===== src/rtl/i2c_uart_tx_bridge.sv =====
// Byte sink behind an I2C slave: queues decoded bytes in a small FIFO and
// serialises them onto a UART TX line as 8N1, LSB first.
module i2c_uart_tx_bridge #(
  parameter int unsigned CLKS_PER_BIT = 87,
  parameter int unsigned FIFO_AW      = 2
) (
  input  logic       i_CLK,
  input  logic       i_RST_N,
  input  logic [7:0] i_DATA,
  input  logic       i_DV,
  output logic       o_TX,
  output logic       o_BUSY,
  output logic       o_FULL,
  output logic       o_OVERFLOW
);

  localparam int unsigned DEPTH = 1 << FIFO_AW;
  localparam int unsigned CW    = FIFO_AW + 1;
  localparam int unsigned BW    = (CLKS_PER_BIT > 1) ? $clog2(CLKS_PER_BIT) : 1;

  localparam logic [1:0] S_IDLE  = 2'd0;
  localparam logic [1:0] S_START = 2'd1;
  localparam logic [1:0] S_DATA  = 2'd2;
  localparam logic [1:0] S_STOP  = 2'd3;

  logic [7:0]         mem [DEPTH];
  logic [FIFO_AW-1:0] wr_ptr, rd_ptr;
  logic [CW-1:0]      count_q, count_d;
  logic [1:0]         state_q, state_d;
  logic [BW-1:0]      baud_q, baud_d;
  logic [2:0]         bit_q, bit_d;
  logic [7:0]         shift_q, shift_d;
  logic               push, pop, baud_last;
  logic               tx_d, busy_d, full_d;

  // o_FULL is the registered start-of-cycle full flag, so a push while full
  // is dropped even if a pop frees a slot in the same cycle.
  assign push      = i_DV && !o_FULL;
  assign baud_last = (baud_q == BW'(CLKS_PER_BIT - 1));

  // Next-state, counter, shifter and output decode
  always_comb begin
    state_d = state_q;
    baud_d  = baud_q + BW'(1);
    bit_d   = bit_q;
    shift_d = shift_q;
    pop     = 1'b0;
    unique case (state_q)
      S_IDLE: begin
        baud_d = '0;
        if (count_q != '0) begin
          pop     = 1'b1;
          shift_d = mem[rd_ptr];
          state_d = S_START;
        end
      end
      S_START: begin
        if (baud_last) begin
          baud_d  = '0;
          bit_d   = 3'd0;
          state_d = S_DATA;
        end
      end
      S_DATA: begin
        if (baud_last) begin
          baud_d  = '0;
          shift_d = {1'b0, shift_q[7:1]};
          if (bit_q == 3'd7) begin
            state_d = S_STOP;
          end else begin
            bit_d = bit_q + 3'd1;
          end
        end
      end
      default: begin
        if (baud_last) begin
          baud_d = '0;
          if (count_q != '0) begin
            pop     = 1'b1;
            shift_d = mem[rd_ptr];
            state_d = S_START;
          end else begin
            state_d = S_IDLE;
          end
        end
      end
    endcase

    count_d = count_q + CW'(push) - CW'(pop);
    full_d  = (count_d == CW'(DEPTH));
    busy_d  = (state_d != S_IDLE) || (count_d != '0);

    // Line level follows the state one cycle late, giving the fixed
    // two-cycle strobe-to-start-bit latency.
    unique case (state_q)
      S_START: tx_d = 1'b0;
      S_DATA:  tx_d = shift_q[0];
      default: tx_d = 1'b1;
    endcase
  end

  // State, counters, pointers and registered outputs
  always_ff @(posedge i_CLK or negedge i_RST_N) begin
    if (!i_RST_N) begin
      state_q    <= S_IDLE;
      baud_q     <= '0;
      bit_q      <= '0;
      shift_q    <= '0;
      count_q    <= '0;
      wr_ptr     <= '0;
      rd_ptr     <= '0;
      o_TX       <= 1'b1;
      o_BUSY     <= 1'b0;
      o_FULL     <= 1'b0;
      o_OVERFLOW <= 1'b0;
    end else begin
      state_q    <= state_d;
      baud_q     <= baud_d;
      bit_q      <= bit_d;
      shift_q    <= shift_d;
      count_q    <= count_d;
      if (push) wr_ptr <= wr_ptr + FIFO_AW'(1);
      if (pop)  rd_ptr <= rd_ptr + FIFO_AW'(1);
      o_TX       <= tx_d;
      o_BUSY     <= busy_d;
      o_FULL     <= full_d;
      o_OVERFLOW <= i_DV && o_FULL;
    end
  end

  // FIFO storage; contents are don't-care until written
  always_ff @(posedge i_CLK) begin
    if (push) mem[wr_ptr] <= i_DATA;
  end

endmodule

===== config.mk =====
export PLATFORM = sky130hd
export DESIGN_NAME = i2c_uart_tx_bridge
export DESIGN_NICKNAME = d
export VERILOG_FILES = /design/src/rtl/i2c_uart_tx_bridge.sv
export SDC_FILE = /design/constraint.sdc
export NUM_CORES = 1
export LEC_CHECK = 0
export ABC_AREA = 1
export BUFFER_PORTS_ARGS = -buffer_cell sky130_fd_sc_hd__buf_2
export CORE_UTILIZATION = 51
export CTS_BUF_LIST = sky130_fd_sc_hd__clkbuf_8
export DETAILED_ROUTE_END_ITERATION = 10
export PLACE_DENSITY = 0.68
export SYNTH_ARGS = -nofsm -noshare
export SYNTH_HDL_FRONTEND = slang
export SYNTH_SLANG_ARGS = --single-unit
export TNS_END_PERCENT = 1

===== constraint.sdc =====
create_clock -name i_CLK -period 4.4 [get_ports i_CLK]
set_input_delay 0 -clock i_CLK [delete_from_list [all_inputs] [get_ports i_CLK]]
set_output_delay 0 -clock i_CLK [all_outputs]
set_load 0.01 [all_outputs]

# Word-level counts from Yosys, hierarchy flattened
# Memories as Yosys holds them, arrays and structs flattened.
# Cells that the tools add are included.
# totals
ff_bits,31
ram_bits,32
inputBits,11
n_memories,1
# classes
addsub,6
n_eq_ne,8
n_mux,23
n_bitwise,1
reduce_logical,13
# mem_list
memory,depth,width,rd,rd_clocked_by_memory_dff,wr,line_no,text
mem,4,8,1,0,1,26,logic [7:0] mem [DEPTH];
# ops
op,n
8-bit two-way mux,3
8-bit one-hot mux with 3 select lines,1
7-bit two-way mux,2
2-bit two-way mux,5
3-bit two-way mux,3
"7-bit by 1-bit adder with 7-bit output, second input constant",1
"7-bit equality test, second input constant",1
"3-bit equality test, second input constant",2
"2-bit != test, second input constant",3
2-bit one-hot mux with 3 select lines,1
3-bit one-hot mux with 2 select lines,1
2-bit nonzero test,3
3-bit nonzero test,2
1-bit two-way mux,5
"2-bit by 1-bit adder with 2-bit output, second input constant",2
1-bit one-hot mux with 2 select lines,2
4-bit AND reduction,1
3-bit by 1-bit adder with 3-bit output,1
"3-bit by 1-bit adder with 3-bit output, second input constant",1
3-bit AND reduction,1
3-bit by 1-bit subtractor with 3-bit output,1
"2-bit by 1-bit equality test with 1-bit output, second input constant",1
"2-bit equality test, second input constant",1
1-bit logical AND,2
5 further kinds,5

# Depth between registers and ports, before layout
# depth
depth_word,7
ltp_mapped,18

# Worst setup path before layout
# No wires, ideal clock.
# synth_timing
path_kind,reg-to-reg
start,register baud_q[0]
end,register o_BUSY
setup_time_ps,118
arrival_time_ps,2288
t_required_ps,4282
slack_ps,1994
path_stages_with_launch,17
path_buffers,0
period_less_slack_ps,2406
path_cell_list,dfrtp_1 > inv_1 > ha_1 > nand2_1 > inv_1 > nand3_1 > nand2_1 > nand2_1 > inv_2 > ha_1 > inv_1 > ha_1 > fa_1 > nor2_1 > nand2_1 > nor2_1 > nand2_1
# synth_between
elab_chain_len,6
word_cells_on_any_way,11
cone_classes,add/sub (1); eq/ne (1); mux (6); reduce/logical (3)
# synth_rtl
element,line_no,text
"start, declared",30,"logic [BW-1:0] baud_q, baud_d;"
"start signal, assigned",118,baud_q <= baud_d;
7-bit equality test,39,assign baud_last = (baud_q == BW'(CLKS_PER_BIT - 1));
1-bit two-way mux,76,if (baud_last) begin
1-bit one-hot mux with 2 select lines,48,unique case (state_q)
via pop,33,"logic push, pop, baud_last;"
3-bit by 1-bit subtractor with 3-bit output,89,count_d = count_q + CW'(push) - CW'(pop);
via count_d[1],28,"logic [CW-1:0] count_q, count_d;"
3-bit nonzero test,91,busy_d = (state_d != S_IDLE) || (count_d != '0);
1-bit logical OR,91,
via busy_d,34,"logic tx_d, busy_d, full_d;"
"end signal, assigned",125,o_BUSY <= busy_d;
"end, declared",12,"output logic o_BUSY,"
# The timed path passes the listed nets, and every way through them passes these cells.
# A chain may end at the register's enable or synchronous reset.

# Worst setup path in the final report
# Ends and elaborated chain as after synthesis.

==> reports/results.txt <==
Status: complete, no violations
Fin nets: 349
Die height: 76.9 um
Drt wl/cell: 12.7 um
CTS hold repair buffers: 10
Final hold violation count: 0
Flop2flop setup slack: 1.80 ns
Tcrit/Tclk final: 59.2%
Yosys cell types: 28
Post-synth top area share: 33.6%
Syn_area_per_cell: 9.60 um^2
Crit start category: register
Number of global-route vias before repair: 1865
Post-Synthesis Cells: 298
Syn_nets: 320
Critical path's slowest cell: fa_1
Clk Latency, worst-skew pair: 0.34 ns
Core area: 0.00527 mm^2
Minimum clock period: 2.60 ns
TritonCTS clock tree: done
Top post-synthesis cells by area: edfxtp_1 (34%), dfrtp_1 (26%), nand2_1 (14%)
CP Class: register to register
Rows: 26
Synth area leader: edfxtp_1
Vias: 1964
Unrepaired setup endpoints after global routing: false
Layout area overhead: 14.3%
Finished Core Util: 62.1%
Post-synth EDFFs: 32
Critical path arrival: 2.83 ns
CP required: 4.63 ns
Worst path top cell family by delay: adder cells
CTS Buffer Depth: 2
MaxCap Viol Count: 0
Ys Warns: 0
Root buffer cell: clkbuf_8
Clock Skews: 0.00749 ns
Worst Reg-to-Reg Cells: 16
CTS buffer count: 9
Power Density: 436 mW/mm^2
Initial antenna violation count: 0
Overall Global Routing Usage: 19.7%
Most frequent cell after synthesis: nand2_1
DR DRC count: 0
Commonest cells in the synthesized netlist: nand2_1 (108), edfxtp_1 (32), nand3_1 (31), dfrtp_1 (30), inv_1 (24)
R2R Path End: o_BUSY$_DFF_PN0_
Synth async-reset ratio: 49.2%
Antenna diode count: 0
CP Max Fanout: 5
Pleak: 1.54 nW
Pins Over Slew Limit: 0
First-pass GRT wire length: 8.76 mm
# resized after CTS: 0
Largest net degree at the start of global routing: 32
Worst-path clk slew: 0.07 ns
Hold Path Class: primary input to asynchronous set/reset pin
Initial drt markers: 94
Seq/Total Area, Yosys: 60.7%
Initial core utilization: 54.3%
DR pass1 iterations: 4
Critical Path End Type: register
Max Fclk: 384 MHz
Post-CTS setup buffer count: 0
Port Buf Inserts: 14
CP cell instances: inv_1 -> ha_1 -> nand2_1 -> inv_1 -> nand3_1 -> nand2_1 -> nand2_1 -> inv_2 -> ha_1 -> inv_1 -> ha_1 -> fa_1 -> nor2_1 -> nand2_1 -> nor2_1 -> nand2_1
Synthesized flop and latch total: 63
I/O pins: 15
Reg-to-Reg Start: baud_q[0]$_DFF_PN0_
H-tree Lvls: 3
Clock sinks: 63
TNS Setup: 0 ns
Worst Tran Pin Value: 0.792 ns
ANT nets after route: 0
DP Wirelength: 3.44 mm
Buffer and inverter count on the worst path: 4
Placer Congestion: 0.779
Relative slew slack: 47.0%
Width of the die: 76.9 um
Setup violators final: 0
Grt ovf: 0
Hold WS: 0.225 ns
Most frequent cell on the critical path: nand2_1
Share of post-route cells with drive strength above 1: 13.6%
Total wire length: 5.10 mm
Critical Path Stages: 16
Main synth FF type: edfxtp_1
Die area: 0.00591 mm^2
Worst-case vdd ir drop: 348 uV
Vias/cell: 4.89
Critical path's largest stage delay: 0.48 ns
Syn Std Cell Area: 0.00286 mm^2
-- layout by cell type, fill, tap and decap left out, drive strengths merged --
| cell | instances |
|---|---|
| a21oi | 4 |
| buf | 14 |
| bufinv | 1 |
| clkbuf | 9 |
| clkinv | 5 |
| clkinvlp | 1 |
| dfrtp | 30 |
| dfstp | 1 |
| dlygate4sd3 | 10 |
| edfxtp | 32 |
| fa | 1 |
| ha | 10 |
| inv | 31 |
| nand2 | 111 |
| nand3 | 32 |
| nand3b | 1 |
| nand4 | 2 |
| nor2 | 26 |
| nor3 | 1 |
| o21ai | 7 |
| xnor2 | 2 |
| xor2 | 1 |
-- area by class of cell --
class                      count  area, um^2
clock buffer                   9         124
inverter                      31         119
timing repair buffer          24         170
fill                         488        2000
tap                           70        87.6
sequential                    63        1740
clock inverter                 7        63.8
multi-input combinational    198         968
-- worst register-to-register path, stage by stage, from the launching register on --
cell and delay (ns):
dfrtp_1 0.40, inv_1 0.06, ha_1 0.22, nand2_1 0.09, inv_1 0.05, nand3_1 0.12, nand2_1 0.09, nand2_1 0.14
inv_2 0.05, ha_1 0.26, inv_1 0.04, ha_1 0.18, fa_1 0.48, nor2_1 0.12, nand2_1 0.06, nor2_1 0.09
nand2_1 0.06
-- registers in the layout (all words and copies together), names as in the netlist --
name,cells
count_q,3
o_BUSY,1
bit_q,3
o_FULL,1
wr_ptr,2
o_TX,1
o_OVERFLOW,1
mem,32
baud_q,7
shift_q,8
rd_ptr,2
state_q,2
-- cells by family (layout without fill, tap and decap cells) --
logic type | count (synthesis) | after routing | synth area share [%]
AOI/OAI and AO/OA | 11 | 11 | 2.19
xor gates and xnor gates | 3 | 3 | 0.918
adders and majority gates | 11 | 11 | 5.07
buffers and inverters | 37 | 71 | 5.42
DFF | 63 | 63 | 60.7
and+or+nand+nor | 173 | 173 | 25.7
-- worst max path at each step --
stage                   startpoint                to  slack (ns)
4_1_cts        baud_q[0]$_DFF_PN0_  o_BUSY$_DFF_PN0_        1.78
3_5_place_dp   baud_q[0]$_DFF_PN0_  o_BUSY$_DFF_PN0_        1.81
3_3_place_gp   baud_q[0]$_DFF_PN0_  o_BUSY$_DFF_PN0_        1.87
6_report       baud_q[0]$_DFF_PN0_  o_BUSY$_DFF_PN0_        1.80
2_1_floorplan  baud_q[0]$_DFF_PN0_  o_BUSY$_DFF_PN0_        1.99
5_1_grt        baud_q[0]$_DFF_PN0_  o_BUSY$_DFF_PN0_        1.56
-- metrics by stage --
stage	total power, W	instance area (um^2)	std cells	worst slack (ns)
detailed placement	0.000958	2980	376	1.81
global route	0.00150	3270	402	1.56
CTS	0.00145	3270	402	1.78
finish	0.00143	3270	402	1.80
floorplan	0.000890	2860	298	1.99
global placement	0.000945	2980	376	1.87
-- power by group --
| group | internal (W) | switching [W] |
|---|---|---|
| clock network | 0.000256 | 0.000221 |
| logic | 0.0000718 | 0.000137 |
| registers | 0.000709 | 0.0000302 |
-- per-layer routing --
layer / global-route usage, % / routed length, um
met1: 27.4 / 2470
met5: 0 / 0
met2: 28.2 / 2300
met3: 5.36 / 233
met4: 9.81 / 97
No activity file was read; power rests on OpenSTA's default activity.
